### src/rtl/uart_avms_host.sv
// uart_avms_host
// Avalon-MM master in front of uart_core. TX bytes from a valid/ready stream
// are buffered in a small FIFO and written to TXDATA after a successful
// STATUS poll. A level IRQ from uart_core triggers a RXDATA read; the byte is
// then held on a valid/ready output stream until the consumer takes it.
// Every Avalon strobe lasts one cycle. Address, byteenable and writedata are
// registered together with the strobe.
`timescale 1ns/1ps

module uart_avms_host #(
    parameter int unsigned FIFO_DEPTH  = 16,
    parameter int unsigned POLL_GAP    = 3,
    parameter logic [3:0]  ADDR_TXDATA = 4'h0,
    parameter logic [3:0]  ADDR_STATUS = 4'h1,
    parameter logic [3:0]  ADDR_RXDATA = 4'h2
) (
    input  logic                          clk_i,
    input  logic                          arst_n_i,
    input  logic [7:0]                    tx_data_i,
    input  logic                          tx_valid_i,
    output logic                          tx_ready_o,
    output logic [7:0]                    rx_data_o,
    output logic                          rx_valid_o,
    input  logic                          rx_ready_i,
    input  logic                          irq_i,
    output logic [3:0]                    avm_address_o,
    output logic                          avm_byteenable_o,
    output logic                          avm_read_o,
    output logic                          avm_write_o,
    output logic [7:0]                    avm_writedata_o,
    input  logic [7:0]                    avm_readdata_i,
    output logic [$clog2(FIFO_DEPTH):0]   tx_level_o
);

    localparam int unsigned AW = $clog2(FIFO_DEPTH);
    localparam int unsigned LW = AW + 1;
    localparam int unsigned GW = (POLL_GAP > 1) ? $clog2(POLL_GAP) : 1;
    localparam logic [GW-1:0] GAP_LAST = (POLL_GAP > 0) ? GW'(POLL_GAP - 1) : '0;
    localparam logic [LW-1:0] LVL_FULL = LW'(FIFO_DEPTH);

    typedef enum logic [2:0] {
        IDLE   = 3'd0,
        GAP    = 3'd1,
        ST_RD  = 3'd2,
        ST_CAP = 3'd3,
        TX_WR  = 3'd4,
        RX_RD  = 3'd5,
        RX_CAP = 3'd6
    } state_t;

    // FIFO storage and pointers
    logic [7:0]    r_mem [FIFO_DEPTH];
    logic [AW-1:0] r_wr_ptr;
    logic [AW-1:0] r_rd_ptr;
    logic [LW-1:0] r_level;
    logic          r_tx_ready;

    // Control and registered Avalon / RX stream outputs
    state_t        r_state;
    logic [GW-1:0] r_gap_cnt;
    logic [7:0]    r_rx_data;
    logic          r_rx_valid;
    logic [3:0]    r_avm_address;
    logic          r_avm_be;
    logic          r_avm_read;
    logic          r_avm_write;
    logic [7:0]    r_avm_wdata;

    logic          w_push;
    logic          w_pop;
    logic          w_fifo_empty;
    logic          w_irq_take;
    logic [LW-1:0] w_level_nxt;
    logic [7:0]    w_head;

    assign w_push       = tx_valid_i & r_tx_ready;
    assign w_pop        = (r_state == TX_WR);
    assign w_fifo_empty = (r_level == '0);
    // The RX slot must be free before another byte is pulled from uart_core
    assign w_irq_take   = irq_i & ~r_rx_valid;
    assign w_head       = r_mem[r_rd_ptr];

    // Next FIFO occupancy; a push and a pop in the same cycle cancel out
    always_comb begin
        w_level_nxt = r_level;
        case ({w_push, w_pop})
            2'b10:   w_level_nxt = r_level + LW'(1);
            2'b01:   w_level_nxt = r_level - LW'(1);
            default: w_level_nxt = r_level;
        endcase
    end

    // FIFO data array; contents are don't-care until written
    always_ff @(posedge clk_i) begin
        if (w_push) begin
            r_mem[r_wr_ptr] <= tx_data_i;
        end
    end

    // FIFO pointers, level and registered ready (pointers wrap naturally)
    always_ff @(posedge clk_i or negedge arst_n_i) begin
        if (!arst_n_i) begin
            r_wr_ptr   <= '0;
            r_rd_ptr   <= '0;
            r_level    <= '0;
            r_tx_ready <= 1'b0;
        end else begin
            if (w_push) begin
                r_wr_ptr <= r_wr_ptr + AW'(1);
            end
            if (w_pop) begin
                r_rd_ptr <= r_rd_ptr + AW'(1);
            end
            r_level    <= w_level_nxt;
            r_tx_ready <= (w_level_nxt != LVL_FULL);
        end
    end

    // Bus sequencer: strobes are registered on entry to ST_RD / TX_WR / RX_RD
    always_ff @(posedge clk_i or negedge arst_n_i) begin
        if (!arst_n_i) begin
            r_state       <= IDLE;
            r_gap_cnt     <= '0;
            r_rx_data     <= 8'h00;
            r_rx_valid    <= 1'b0;
            r_avm_address <= ADDR_STATUS;
            r_avm_be      <= 1'b0;
            r_avm_read    <= 1'b0;
            r_avm_write   <= 1'b0;
            r_avm_wdata   <= 8'h00;
        end else begin
            r_avm_read  <= 1'b0;
            r_avm_write <= 1'b0;
            r_avm_be    <= 1'b0;

            if (r_rx_valid && rx_ready_i) begin
                r_rx_valid <= 1'b0;
            end

            case (r_state)
                IDLE: begin
                    if (w_irq_take) begin
                        r_state       <= RX_RD;
                        r_avm_read    <= 1'b1;
                        r_avm_be      <= 1'b1;
                        r_avm_address <= ADDR_RXDATA;
                    end else if (!w_fifo_empty) begin
                        if (POLL_GAP == 0) begin
                            r_state       <= ST_RD;
                            r_avm_read    <= 1'b1;
                            r_avm_be      <= 1'b1;
                            r_avm_address <= ADDR_STATUS;
                        end else begin
                            r_state   <= GAP;
                            r_gap_cnt <= '0;
                        end
                    end else begin
                        r_state <= IDLE;
                    end
                end
                GAP: begin
                    if (w_irq_take) begin
                        r_state       <= RX_RD;
                        r_gap_cnt     <= '0;
                        r_avm_read    <= 1'b1;
                        r_avm_be      <= 1'b1;
                        r_avm_address <= ADDR_RXDATA;
                    end else if (r_gap_cnt == GAP_LAST) begin
                        r_state       <= ST_RD;
                        r_gap_cnt     <= '0;
                        r_avm_read    <= 1'b1;
                        r_avm_be      <= 1'b1;
                        r_avm_address <= ADDR_STATUS;
                    end else begin
                        r_gap_cnt <= r_gap_cnt + GW'(1);
                    end
                end
                ST_RD: begin
                    r_state <= ST_CAP;
                end
                ST_CAP: begin
                    // Read data arrives one cycle after the strobe
                    if (avm_readdata_i[0]) begin
                        r_state       <= TX_WR;
                        r_avm_write   <= 1'b1;
                        r_avm_be      <= 1'b1;
                        r_avm_address <= ADDR_TXDATA;
                        r_avm_wdata   <= w_head;
                    end else begin
                        r_state <= IDLE;
                    end
                end
                TX_WR: begin
                    r_state <= IDLE;
                end
                RX_RD: begin
                    r_state <= RX_CAP;
                end
                RX_CAP: begin
                    r_rx_data  <= avm_readdata_i;
                    r_rx_valid <= 1'b1;
                    r_state    <= IDLE;
                end
                default: begin
                    r_state <= IDLE;
                end
            endcase
        end
    end

    assign tx_ready_o       = r_tx_ready;
    assign tx_level_o       = r_level;
    assign rx_data_o        = r_rx_data;
    assign rx_valid_o       = r_rx_valid;
    assign avm_address_o    = r_avm_address;
    assign avm_byteenable_o = r_avm_be;
    assign avm_read_o       = r_avm_read;
    assign avm_write_o      = r_avm_write;
    assign avm_writedata_o  = r_avm_wdata;

endmodule

### config.mk
export PLATFORM = sky130hd
export DESIGN_NAME = uart_avms_host
export DESIGN_NICKNAME = d
export VERILOG_FILES = /design/src/rtl/uart_avms_host.sv
export SDC_FILE = /design/constraint.sdc
export NUM_CORES = 1
export LEC_CHECK = 0
export CAP_MARGIN = 25
export CORE_ASPECT_RATIO = 0.9
export CORE_MARGIN = 3
export CORE_UTILIZATION = 52
export CTS_CLUSTER_SIZE = 30
export DETAILED_ROUTE_END_ITERATION = 16
export GPL_TIMING_DRIVEN = 0
export PLACE_DENSITY = 0.85
export SYNTH_ARGS = -nofsm -noshare
export SYNTH_HDL_FRONTEND = slang
export SYNTH_SLANG_ARGS = --single-unit
### constraint.sdc
create_clock -name clk_i -period 3.1 [get_ports clk_i]
set_input_delay 0.465 -clock clk_i [delete_from_list [all_inputs] [get_ports clk_i]]
set_output_delay 0.465 -clock clk_i [all_outputs]
set_load 0.05 [all_outputs]
==> impl_metrics.env, run 1 <==
export IMPL_dp_hpwl_mm=8.77
export IMPL_synth_area_per_cell_sq_um=18.2
export IMPL_drt_initial_drc_count=313
export IMPL_gp_congestion=0.790
export IMPL_ys_ff_latch=169
export IMPL_drive_above_1_share_pct=20.8
export IMPL_rr_startpoint="r_state[1]"
export IMPL_startpoint_type="register"
export IMPL_max_cap_violations=0
export IMPL_grt_ovfl_total=0
export IMPL_yosysSeqAreaShare_pct=71.4
export IMPL_grt_pass1_wl_mm=21.3
export IMPL_insertion_delay_ns=0.42
export IMPL_drtAntennaViolNets=0
export IMPL_required_ns=3.39
export IMPL_dieArea_sq_um=14500
export IMPL_crit_start="r_state[1]"
export IMPL_core_sq_um=12800
export IMPL_io_pins=51
export IMPL_die_w_um=127
export IMPL_std_cell_rows=39
export IMPL_slowest_delay_ns=0.39
export IMPL_route_detailed_drc=0
export IMPL_cp_end_kind="register"
export IMPL_finalHoldViolCount=0
export IMPL_grt_pass1_vias=3771
export IMPL_min_period_ns=2.88
export IMPL_wl_mm=13.7
export IMPL_fmax_mhz=348
export IMPL_vias_per_cell=5.91
export IMPL_powerDensity_nw_per_um2=1020
export IMPL_synth_top_area_share_pct=56.3
export IMPL_htreeDepth=4
export IMPL_r2r_worst_path_cells=11
export IMPL_vias=3694
export IMPL_yosysTopAreaCell="edfxtp_1"
export IMPL_worst_pin_slew_ns=0.973
export IMPL_grt_max_degree=40
export IMPL_period_share_pct=92.8
export IMPL_start_util_pct=53.4
export IMPL_path_cells="clkbuf_1 -> nor3b_4 -> ha_1 -> clkbuf_1 -> xor2_1 -> ha_1 -> or3_1 -> a221oi_1 -> o21ai_0 -> xnor2_1 -> nand4bb_1"
export IMPL_clock_sinks=169
export IMPL_cts_tree="yes"
export IMPL_critPathTopFamily="simple AND/OR/NAND/NOR gates"
export IMPL_grt_setup_unrepaired="false"
export IMPL_layout_nets=477
export IMPL_slew_headroom_pct=34.9
export IMPL_wl_per_cell_um=21.9
export IMPL_pre_cts_slack_ns=-0.520
export IMPL_skew_ns=0.00865
export IMPL_clock_root_buffer="clkbuf_16"
export IMPL_ff2ff_setup_slack_ns=0.22
export IMPL_path_clk_slew_ns=0.06
export IMPL_synth_area_top_cells="edfxtp_1 (56%), dfrtp_1 (15%), mux4_2 (8.9%)"
export IMPL_dr_pass1_iters=5
export IMPL_finalSetupViolCount=0
export IMPL_grt_usage_pct=19.9
export IMPL_cts_path_max_buffers=2
export IMPL_worstPathMaxFanout=10
export IMPL_synth_cell_types=41
export IMPL_layout_setup_ws_ns=0.223
export IMPL_fin_tns_setup_ns=0
export IMPL_io_buffers=48
export IMPL_cp_depth=11
export IMPL_antenna_cells=0
export IMPL_yosys_warnings=0
export IMPL_power_total_uw=8380
export IMPL_slowest_stage="dfrtp_1"
export IMPL_area_growth_pct=20.2
export IMPL_crit_buf_inv=2
export IMPL_worst_ep_arrival_time_ns=3.17
export IMPL_synthesis_area_sq_um=6820
export IMPL_crit_path_end="tx_ready_o"
export IMPL_crit_type="register to register"
export IMPL_fp_dieH_um=115
export IMPL_p_leak_uw=0.00290
export IMPL_reg2reg_to="tx_ready_o"
export IMPL_antenna_found_initial=0
export IMPL_drv_slew=0
export IMPL_status="finished, final reports clean"
export IMPL_nFillCells=862
export IMPL_cts_made_buffers=17
export IMPL_vdd_drop_max_mv=0.750
export IMPL_synthCells=375
export IMPL_hold_class="input port to asynchronous set/reset pin"
[cells by family (layout without fill, tap and decap cells)]
group / count (synthesis) / after routing / share of synthesized area (%)
other: 1 / 2 / 0.0550
adder cells (fa/ha/maj): 8 / 8 / 1.47
flip-flops: 169 / 169 / 71.4
multiplexers: 59 / 59 / 15.4
buffers and inverters: 29 / 114 / 2.15
AND/OR/NAND/NOR: 68 / 68 / 4.90
XOR/XNOR: 12 / 12 / 1.54
AO/OA/AOI/OAI: 29 / 29 / 3.12
[flip-flops by register name, indices dropped and copies added (netlist names)]
signal / count
rx_valid_o: 1
avm_write_o: 1
rx_data_o: 8
r_gap_cnt: 2
tx_ready_o: 1
avm_address_o: 2
avm_byteenable_o: 1
r_mem: 128
r_state: 3
r_rd_ptr: 4
avm_read_o: 1
avm_writedata_o: 8
r_wr_ptr: 4
tx_level_o: 5
[worst min-delay path by stage]
stage / from / endpoint / slack, ns / cells past startpoint
after CTS: arst_n_i / tx_level_o[1] / 0.37 / 2
final: arst_n_i / tx_level_o[1] / 0.37 / 2
after floorplan: arst_n_i / avm_address_o[1] / 0.17 / 0
after detailed placement: arst_n_i / tx_level_o[1] / 0.27 / 1
after global routing: arst_n_i / tx_level_o[1] / 0.38 / 2
after global placement: avm_address_o[0] / avm_address_o[0] / 0.48 / 2
[layer usage]
layer,wire length [um],part of all wire (%),GRT usage (%),vias up
met5,0,0,0,-
li1,-,-,-,1620
met2,6980,51,32.8,186
met3,1180,8.7,5.64,19
met4,147,1.1,5.36,0
met1,5360,39,26.3,1869
[layout make-up]
cell class / instances / area [sq um] / area share [%]
sequential: 169 / 4870 / 59.4
clock inverter: 14 / 190 / 2.32
timing repair buffer: 54 / 533 / 6.50
multi-input combinational: 178 / 1830 / 22.3
inverter: 7 / 26.3 / 0.321
clock buffer: 18 / 429 / 5.24
buffer: 21 / 116 / 1.42
tap: 164 / 205 / 2.50
[layout by cell type, fill, tap and decap left out, types with 3 or more instances in the layout]
cell | netlist | final
mux2_2 | 19 | 19
clkbuf_16 | 0 | 17
xnor2_1 | 8 | 8
inv_1 | 7 | 7
clkdlybuf4s50_1 | 0 | 47
mux4_2 | 27 | 27
a21oi_1 | 3 | 3
o21a_1 | 3 | 3
clkinv_4 | 0 | 3
a221o_1 | 7 | 7
nor2b_1 | 3 | 3
mux4_1 | 6 | 6
mux2i_1 | 7 | 7
nor3_1 | 13 | 12
nand2b_1 | 5 | 5
nand2_1 | 13 | 13
buf_4 | 2 | 5
dfrtp_1 | 40 | 40
nor2_1 | 20 | 20
edfxtp_1 | 128 | 128
nand3_1 | 3 | 3
xor2_1 | 4 | 4
o21ai_0 | 7 | 7
clkbuf_1 | 11 | 11
nand3b_1 | 3 | 3
bufinv_16 | 0 | 3
ha_1 | 8 | 8
buf_2 | 5 | 7
[cells in the mapped netlist (all sizes together)]
cell     number
a21oi         3
o22ai         1
a221oi        1
dfrtp        40
conb          1
nand4bb       1
nor3b         2
o21ai         7
a221o         7
nand3b        3
inv           7
mux2         19
nand2b        5
edfxtp      128
a21boi        2
nand2        13
a31oi         1
clkbuf       11
ha            8
nor3         13
nor2         20
nand3         3
and2          2
nand4         2
xor2          4
o21a          3
a21o          1
nor2b         3
mux2i         7
or3           1
a311oi        2
buf          11
dfstp         1
mux4         33
xnor2         8
a22o          1
[where the power goes]
part	total, uW	leakage [uW]	internal, uW	switching, uW
logic	3090	0.000945	1300	1790
registers	3100	0.00165	2880	221
clock network	2190	0.000301	1290	900
total	8380	0.00290	5470	2910
[per-stage QoR]
stage / area (sq um) / hold slack (ns) / utilization (%) / cells
2_1_floorplan: 6830 / 0.169 / - / 376
3_3_place_gp: 7510 / 0.477 / 58.8 / 588
3_5_place_dp: 7550 / 0.273 / 59.1 / 592
4_1_cts: 8200 / 0.367 / 64.1 / 626
5_1_grt: 8200 / 0.385 / 64.1 / 625
6_report: 8200 / 0.373 / 64.1 / 625
[repair_timing]
action,CTS,global route
setup buffers,1,0
hold endpoints to repair,2,0
pin swaps,1,0
hold buffers,1,0
gates resized for setup,2,1
endpoints found under the setup margin,3,2
No activity file was read; power rests on OpenSTA's default activity.
==> run 2, diff against run 1 <==
--- a/config.mk
+++ b/config.mk
@@ -8,10 +8,10 @@
 export CAP_MARGIN = 25
 export CORE_ASPECT_RATIO = 0.9
-export CORE_MARGIN = 3
-export CORE_UTILIZATION = 52
+export CORE_MARGIN = 10
+export CORE_UTILIZATION = 45
 export CTS_CLUSTER_SIZE = 30
 export DETAILED_ROUTE_END_ITERATION = 16
 export GPL_TIMING_DRIVEN = 0
-export PLACE_DENSITY = 0.85
+export PLACE_DENSITY = 0.76
 export SYNTH_ARGS = -nofsm -noshare
 export SYNTH_HDL_FRONTEND = slang
==> constraint.sdc (replaced) <==
create_clock -name clk_i -period 3.1 [get_ports clk_i]
set_input_delay 0.465 -clock clk_i [delete_from_list [all_inputs] [get_ports clk_i]]
set_output_delay 0.465 -clock clk_i [all_outputs]
set_load 0.005 [all_outputs]
==> run 2 against run 1 <==
Net effect:
- routed wire length is 0.70% higher
- sequential power hardly changed
- die area is 41% higher
- cell count is 5.4% higher
- clock power is 11% lower
- sequential share of layout area is 0.25 points higher
- final area is 0.43% lower
- non-clock buffer count stayed put
- first-iteration DRC count is 28% lower
- power is 9.9% lower
==> impl_metrics.env, run 2 (same netlist as run 1, synthesis figures left out) <==
export IMPL_status="finished, final reports clean"
export IMPL_final_common_cell="edfxtp_1"
export IMPL_drtAntennaViolNets=0
export IMPL_fin_tns_setup_ns=0
export IMPL_grt_usage_pct=14.0
export IMPL_path_clk_slew_ns=0.06
export IMPL_finalHoldViolCount=0
export IMPL_comb_power_share_pct=33.0
export IMPL_r2r_worst_path_cells=10
export IMPL_vias_per_cell=5.46
export IMPL_skew_ns=0.00976
export IMPL_switching_share_pct=30.8
export IMPL_vias=3600
export IMPL_io_buffers=48
export IMPL_clock_root_buffer="clkbuf_16"
export IMPL_wl_mm=13.8
export IMPL_gp_congestion=0.771
export IMPL_cp_end_kind="register"
export IMPL_antenna_cells=0
export IMPL_wl_per_cell_um=20.9
export IMPL_drive_above_1_share_pct=20.6
export IMPL_slowest_delay_ns=0.45
export IMPL_dieArea_sq_um=20500
export IMPL_largest_reg_flops=128
export IMPL_p_sw_uw=2330
export IMPL_period_share_pct=88.1
export IMPL_max_cap_violations=0
export IMPL_mostFrequentLayoutCells="edfxtp_1 (128), clkdlybuf4s50_1 (47), dfrtp_1 (40), mux4_2 (27), nor2_1 (20)"
export IMPL_layout_nets=477
export IMPL_drt_initial_drc_count=224
export IMPL_slew_headroom_pct=31.6
export IMPL_p_clk_share_pct=25.9
export IMPL_clock_sinks=169
export IMPL_insertion_delay_ns=0.43
export IMPL_fmax_mhz=366
export IMPL_crit_type="input port to register"
export IMPL_regMostFlops="r_mem"
export IMPL_dpl_cell_area_sq_um=7570
export IMPL_area_growth_pct=19.6
export IMPL_cts_tree="yes"
export IMPL_seqPwrFrac_pct=41.1
export IMPL_startpoint_type="input port"
export IMPL_vdd_drop_max_mv=0.557
export IMPL_worst_pin_slew_ns=1.02
export IMPL_cts_path_max_buffers=2
export IMPL_min_period_ns=2.73
export IMPL_start_util_pct=46.2
export IMPL_route_detailed_drc=0
export IMPL_die_w_um=150
export IMPL_dp_hpwl_mm=9.14
export IMPL_fin_util_pct=55.3
export IMPL_cts_made_buffers=17
export IMPL_core_sq_um=14800
export IMPL_std_cell_rows=42
export IMPL_hold_class="input port to asynchronous set/reset pin"
export IMPL_grt_pass1_vias=3844
export IMPL_drv_slew=0
export IMPL_p_int_uw=5220
export IMPL_dr_pass1_iters=5
export IMPL_powerDensity_nw_per_um2=925
export IMPL_io_pins=51
export IMPL_grt_setup_unrepaired="false"
export IMPL_antenna_found_initial=0
export IMPL_grt_max_degree=42
export IMPL_grt_ovfl_total=0
export IMPL_htreeDepth=4
export IMPL_path_cells="clkdlybuf4s50_1 -> and2_2 -> inv_1 -> ha_2 -> xor2_1 -> ha_1 -> or3_1 -> a221oi_1 -> o21ai_0 -> xnor2_1 -> nand4bb_1"
export IMPL_required_ns=3.39
export IMPL_design_area_sq_um=8160
export IMPL_grt_pass1_wl_mm=21.5
export IMPL_worstPathMaxFanout=9
export IMPL_slowest_stage="clkdlybuf4s50_1"
export IMPL_p_leak_uw=0.00286
export IMPL_finalSetupViolCount=0
export IMPL_fp_dieH_um=137
export IMPL_worst_ep_arrival_time_ns=3.02
-- run 2: final timing paths --
path,end,from,slack [ns]
worst max register to register,tx_ready_o,r_state[1],0.37
worst min-delay path,tx_level_o[1],arst_n_i,0.37
worst max-delay path,tx_ready_o,tx_valid_i,0.37
worst min register to register,avm_address_o[0],avm_address_o[0],0.50
max in group asynchronous,avm_address_o[0],arst_n_i,2.26
min in group clk_i,avm_address_o[0],avm_address_o[0],0.50
-- run 2: power by group through the flow --
| stage | logic (uW) | registers, uW | clock network [uW] |
|---|---|---|---|
| floorplan | 1620 | 3100 | 0 |
| global placement | 2390 | 3120 | 0 |
| detailed placement | 2480 | 3150 | 0 |
| CTS | 2520 | 3100 | 1980 |
| global route | 2710 | 3150 | 2080 |
| finish | 2490 | 3100 | 1950 |
-- run 2: final cells by class --
cell class	count	area, sq um
buffer	20	113
fill	1129	6600
multi-input combinational	178	1820
tap	198	248
clock inverter	14	119
clock buffer	18	429
timing repair buffer	55	533
inverter	7	26.3
sequential	169	4870
-- run 2: what timing repair did --
item	4_1_cts	5_1_grt
endpoints found under the setup margin	2	2
pin swaps	1	0
hold buffers	0	1
endpoints found under the hold margin	0	2
buffers inserted	1	0
resized for setup	2	2
-- run 2: layer usage --
metal	vias to the layer above	wire length [um]	track usage, %
li1	1611	-	-
met1	1842	5880	18.1
met2	126	6770	22.4
met3	21	954	3.60
met4	0	162	5.02
met5	-	0	0
-- run 2: critical path: cells and delay by family --
family / cells / cell delay, ns
and+or+nand+nor: 3 / 0.72
xor gates and xnor gates: 2 / 0.40
adders and majority gates: 2 / 0.49
AOI/OAI and AO/OA: 2 / 0.38
buffers and inverters: 2 / 0.55
-- run 2: through the flow --
step	setup WS, ns	total power, uW	std cells	hold WS [ns]
detailed placement	-0.485	5630	626	0.492
finish	0.370	7550	659	0.374
floorplan	0.194	4710	376	0.169
CTS	0.0756	7600	658	0.199
global route	0.0836	7930	659	0.398
global placement	-0.306	5510	622	0.474
==> run 3, diff against run 2 <==
- SKIP_LAST_GASP: not set -> 1
==> results of run 3 <==
Same layout as run 2: the final DEF is identical, and so are final timing and power.
